<file path="src/rtl/div_unit_pkg.sv">
// Shared definitions for the multi-cycle integer divider: FSM encoding,
// divide-by-zero result constant and the operand magnitude helper.
package div_unit_pkg;

    typedef enum logic [1:0] {
        S_IDLE = 2'd0,
        S_PREP = 2'd1,
        S_RUN  = 2'd2,
        S_FIX  = 2'd3
    } div_state_t;

    localparam logic [31:0] DIV_BY_ZERO_Q = 32'hFFFF_FFFF;

    // Two's complement magnitude; -2^31 maps onto 0x8000_0000 read as unsigned.
    function automatic logic [31:0] magnitude(input logic [31:0] value, input logic sgn);
        return (sgn && value[31]) ? -value : value;
    endfunction

endpackage

</file>
<file path="src/rtl/clz.sv">
// Leading-zero counter over a 32-bit word; an all-zero input yields 32.
module clz (
    input  logic [31:0] value,
    output logic [5:0]  count
);

    // NOTE: every variable written in always_comb gets a default first,
    // so no path can leave it unassigned and infer a latch.
    always_comb begin
        count = 6'd32;
        for (int i = 0; i < 32; i++) begin
            if (value[i]) count = 6'(31 - i);
        end
    end

endmodule

</file>
<file path="src/rtl/div_unit.sv">
// Restoring shift-subtract divider for DIV/DIVU: one quotient bit per cycle,
// with leading zeros of the dividend skipped up front using clz.
module div_unit
    import div_unit_pkg::*;
#(
    parameter int WIDTH  = 32,
    parameter int ITER_W = 6
) (
    input  logic             clk,
    input  logic             rst_n,
    input  logic             start,
    input  logic             is_signed,
    input  logic [WIDTH-1:0] dividend,
    input  logic [WIDTH-1:0] divisor,
    output logic             busy,
    output logic             done,
    output logic [WIDTH-1:0] quotient,
    output logic [WIDTH-1:0] remainder,
    output logic             div_by_zero
);

    div_state_t state, state_nxt;

    logic              sgn_mode;
    logic [WIDTH-1:0]  a_raw, b_raw;
    logic [WIDTH-1:0]  abs_a, abs_b;
    logic [WIDTH-1:0]  r_acc, a_sh, q_acc;
    logic [ITER_W-1:0] n_cnt, lz, n_prep;
    logic              dbz;
    logic              sa, sb;
    logic [WIDTH:0]    r_shift;
    logic [WIDTH-1:0]  r_sub;
    logic              r_ge;

    assign abs_a  = magnitude(a_raw, sgn_mode);
    assign abs_b  = magnitude(b_raw, sgn_mode);
    assign sa     = sgn_mode & a_raw[WIDTH-1];
    assign sb     = sgn_mode & b_raw[WIDTH-1];
    assign n_prep = ITER_W'(WIDTH) - lz;

    clz u_clz (
        .value (abs_a),
        .count (lz)
    );

    // The shifted remainder is WIDTH+1 bits wide; the difference always fits
    // back into WIDTH bits whenever it is taken.
    assign r_shift = {r_acc, a_sh[WIDTH-1]};
    assign r_ge    = (r_shift >= {1'b0, abs_b});
    assign r_sub   = r_shift[WIDTH-1:0] - abs_b;

    always_comb begin
        state_nxt = state;
        case (state)
            S_IDLE: if (start) state_nxt = S_PREP;
            S_PREP: begin
                if (b_raw == '0 || lz == ITER_W'(WIDTH)) state_nxt = S_FIX;
                else                                     state_nxt = S_RUN;
            end
            S_RUN:  if (n_cnt == ITER_W'(1)) state_nxt = S_FIX;
            S_FIX:  state_nxt = S_IDLE;
            default: state_nxt = S_IDLE;
        endcase
    end

    // NOTE: sequential state uses non-blocking assignments only, so every
    // register samples the pre-edge values regardless of statement order.
    always_ff @(posedge clk) begin
        if (!rst_n) state <= S_IDLE;
        else        state <= state_nxt;
    end

    always_ff @(posedge clk) begin
        if (!rst_n) begin
            busy        <= 1'b0;
            done        <= 1'b0;
            div_by_zero <= 1'b0;
            quotient    <= '0;
            remainder   <= '0;
            sgn_mode    <= 1'b0;
            a_raw       <= '0;
            b_raw       <= '0;
            r_acc       <= '0;
            a_sh        <= '0;
            q_acc       <= '0;
            n_cnt       <= '0;
            dbz         <= 1'b0;
        end else begin
            done <= 1'b0;
            case (state)
                S_IDLE: begin
                    if (start) begin
                        a_raw       <= dividend;
                        b_raw       <= divisor;
                        sgn_mode    <= is_signed;
                        busy        <= 1'b1;
                        div_by_zero <= 1'b0;
                    end
                end
                S_PREP: begin
                    r_acc <= '0;
                    q_acc <= '0;
                    a_sh  <= abs_a << lz;
                    n_cnt <= n_prep;
                    dbz   <= (b_raw == '0);
                end
                S_RUN: begin
                    a_sh  <= a_sh << 1;
                    r_acc <= r_ge ? r_sub : r_shift[WIDTH-1:0];
                    q_acc <= {q_acc[WIDTH-2:0], r_ge};
                    n_cnt <= n_cnt - ITER_W'(1);
                end
                S_FIX: begin
                    if (dbz) begin
                        quotient    <= DIV_BY_ZERO_Q;
                        remainder   <= a_raw;
                        div_by_zero <= 1'b1;
                    end else begin
                        quotient  <= (sa ^ sb) ? -q_acc : q_acc;
                        remainder <= sa ? -r_acc : r_acc;
                    end
                    done <= 1'b1;
                    busy <= 1'b0;
                end
                default: ;
            endcase
        end
    end

endmodule

</file>
<file path="config.mk">
export PLATFORM = sky130hd
export DESIGN_NAME = div_unit
export DESIGN_NICKNAME = d
export VERILOG_FILES = /design/src/rtl/div_unit_pkg.sv /design/src/rtl/clz.sv /design/src/rtl/div_unit.sv
export SDC_FILE = /design/constraint.sdc
export NUM_CORES = 1
export LEC_CHECK = 0
export CELL_PAD_IN_SITES_DETAIL_PLACEMENT = 0
export CELL_PAD_IN_SITES_GLOBAL_PLACEMENT = 2
export CORE_UTILIZATION = 25
export DETAILED_ROUTE_END_ITERATION = 6
export PLACE_DENSITY = 0.62
export SLEW_MARGIN = 20
export SYNTH_ARGS = -nofsm -noshare
export SYNTH_HDL_FRONTEND = slang
export SYNTH_SLANG_ARGS = --single-unit
</file>
<file path="constraint.sdc">
create_clock -name clk -period 14.9 [get_ports clk]
set_input_delay 2.98 -clock clk [delete_from_list [all_inputs] [get_ports clk]]
set_output_delay 2.98 -clock clk [all_outputs]
set_load 0.005 [all_outputs]
</file>
==> key figures <==
STA
  – Fin crit share: 0.400
  – Clock Skew: approximately 29 ps
  – Final setup fails: 0
  – Setup TNS: 0 ps
  – Slew @ Worst Pin: 1090 ps
  – Final Slew Violations: 0
  – Max-slew headroom: 0.270
  – Max frequency: 168 MHz
  – Final hold violations: 0
  – Min Tclk post-route: 5960 ps
  – RSZ-0062 raised after global routing: false

Synthesis
  – Post-Synthesis Cell Area: between 15000 and 20000 sq um
  – Sequential fraction of the synthesis area: 0.286
  – Leading area contributor after synthesis: dfxtp_1
  – Syn_nets: 2327
  – Post-Syn Instances: 2213
  – Top-count cell post-synth: nand2_1
  – Main combinational cell family by area after synthesis: simple AND/OR/NAND/NOR gates
  – Adder-cell share of the synthesized area: 0.0351
  – Asr flop ratio synth: 0
  – Synth top area cells: dfxtp_1, mux2i_1, a21oi_1
  – Post-synthesis simple-gate area fraction: 0.237
  – Flip-flop and latch count after synthesis: 237
  – Syn_area_per_cell: 7.50 sq um
  – Mux contribution to synthesized area: 0.0865
  – Synth cell count leaders: nand2_1, dfxtp_1, a21oi_1
  – Post-synth top flop: dfxtp_1
  – Yosys top cell area share: 0.286
  – Synth Warn #: 0
  – Post-synth cell types: 93
  – Xor/xnor share of the synthesized area: 0.0791
  – EDFF count, synth: 0
  – Compound-Gate Fraction of Synth Area: 0.226

Floorplan
  – Core area: 65700 sq um
  – Num rows: 94
  – Die W: between 200 and 300 um
  – DIE AREA: 67400 sq um
  – I/O pins: approximately 140
  – Die Y: approximately 260 um
  – Starting Density: 0.253

Power and ir drop
  – VDD IR max: 0.000121 V
  – Power per cell area: 188 nW/um^2
  – Leakage: 7.00 nW

Cells and area
  – Layout cells sized above 1: 0.0574
  – Diodes inserted: 0
  – Area delta synth->final: 18.2%
  – Post-Route Utilization: 0.298
  – Fin nets: 2355

GRT
  – First-pass GRT wire length: 94.7 mm
  – Initial antenna violation count: 0
  – Total grt overflow: 0
  – Number of global-route vias before repair: 15800
  – Largest net degree at the start of global routing: 113
  – Total GRT Usage: 0.177

Clocking
  – TritonCTS Buffers: 31
  – # resized after CTS: 0
  – CTS tree: done
  – Register clock-pin slew on the reported worst setup and hold paths: 60 ps
  – Worst skew pair latency: 610 ps
  – Root buf cell: clkbuf_16
  – Number of buffers added for setup after CTS: 0
  – Cts hold-fix bufs: 0
  – Clock Sinks: about 240
  – Max Root-Sink Buffers: 3
  – H-tree depth: 1

Setup path
  – CP cell instances: buf_4 -> and2_1 -> nand2_1 -> o21ai_0 -> inv_1 -> ha_1 -> nor2b_1 -> o21a_1 -> o21ai_0 -> or4b_2 -> a31oi_1 -> o211ai_1 -> a31oi_1 -> o21a_1 -> o211ai_1 -> o2111ai_1 -> nand2_2 -> o311ai_0
  – Critical path endpoint category: flop
  – CP max stage delay: 660 ps
  – Reg2reg start: sgn_mode
  – CP required: 15390 ps
  – Critical path arrival: between 6000 and 7000 ps
  – Worst r2r path cells: 18
  – Critical R2R Capture: r_acc[2]
  – Critical setup path kind: reg2reg
  – CP top delay family: compound AO/OA/AOI/OAI gates
  – R2r setup slk: 8940 ps
  – Slowest CP cell: nand2_2
  – Startpoint types: flop
  – Worst-path maximum fanout: 34
  – Worst path bufs/invs: 2

Place
  – Hpwl dp: 44.4 mm
  – GPL Wtd Cong: 0.878
  – Input/output buffers: around 130

Min path
  – Worst hold stages: 2
  – Worst hold path type: reg2reg
  – WHS Endpoint: a_sh[0]
  – Worst hold path startpoint: a_sh[0]

Detailed routing
  – Post-route ant nets: 0
  – Vias per cell: between 5 and 6
  – DR vias: 15900
  – Routed WL: 60.8 mm
  – Initial drt markers: 939
  – DR WL/cell: about 19 um
  – Initial DRT Pass Iterations: 5
  – Drt drc: 0

Status
  – Outcome: finished, final reports clean

Flow run
  – Maxcap violations: 0
==> logic make-up after synthesis <==
| kind of cell | after synthesis |
|---|---|
| AO/OA/AOI/OAI | 610 |
| XOR/XNOR | 149 |
| adder cells (fa/ha/maj) | 46 |
| buffers and inverters | 209 |
| flip-flops | 237 |
| multiplexers | 140 |
| AND/OR/NAND/NOR | 822 |
==> tightest hold or removal path, cell delays in order (launching register included) <==
cell,delay [ps]
dfxtp_1,310
nand2b_1,60
a21oi_1,60
==> cell type report <==
cell class	instances	area, sq um
fillers	7069	46100
clock inverters	13	184
well taps	864	1080
inverters	46	178
flip-flops and latches	237	4750
clock buffers	43	861
multi-input cells	1767	11100
repair buffers	158	1520
==> layout by cell type (no fill, tap or decap), types with 44 or more instances in the layout <==
cell type and n:
nand2_1 292, dfxtp_1 236, a21oi_1 225, nor2_1 206
clkdlybuf4s50_1 134, o21ai_0 126, mux2i_1 123, xnor2_1 97
nand2b_1 60, nand3_1 58, o22ai_1 56, xor2_1 51
inv_1 44
==> per-stage QoR <==
stage | instance area, sq um | total power (W) | std cells | hold WS (ps) | worst slack, ps
after floorplan | 16600 | 0.00234 | 2213 | 450 | 10090
after CTS | 19600 | 0.00372 | 3128 | 485 | 8900
after global routing | 19600 | 0.00395 | 3128 | 503 | 8500
final | 19600 | 0.00370 | 3128 | 483 | 8940
after global placement | 18600 | 0.00292 | 3072 | 464 | 8940
after detailed placement | 18600 | 0.00292 | 3072 | 473 | 8930
==> per-layer routing <==
layer  vias up  track usage  part of all wire  wire, um
li1       7932            -                 -         -
met1      7629        0.243              0.47     28900
met2       302        0.298              0.47     28900
met3        63       0.0179             0.033      2000
met4         0       0.0382             0.018      1110
met5         -            0                 0         0
==> registers in the layout, summed over array words and instances, names as in the netlist, 2 cells and up <==
register / count
a_raw: 32
a_sh: 32
b_raw: 32
q_acc: 32
quotient: 32
r_acc: 32
remainder: 32
n_cnt: 6
state: 2
==> worst max path at each step <==
stage	from	end	slack, ps	cells past startpoint
6_report	sgn_mode	r_acc[2]	8940	18
2_1_floorplan	sgn_mode	r_acc[25]	10090	21
3_5_place_dp	sgn_mode	r_acc[2]	8930	18
5_1_grt	sgn_mode	r_acc[2]	8500	18
3_3_place_gp	sgn_mode	r_acc[25]	8940	18
4_1_cts	sgn_mode	r_acc[2]	8900	18
==> report_power, final <==
part           switching, W  internal, W  total, W
registers          0.000111     0.000726  0.000838
clock network      0.000315     0.000471  0.000786
logic               0.00131     0.000763   0.00207
Power figures use the tool's default switching activity.
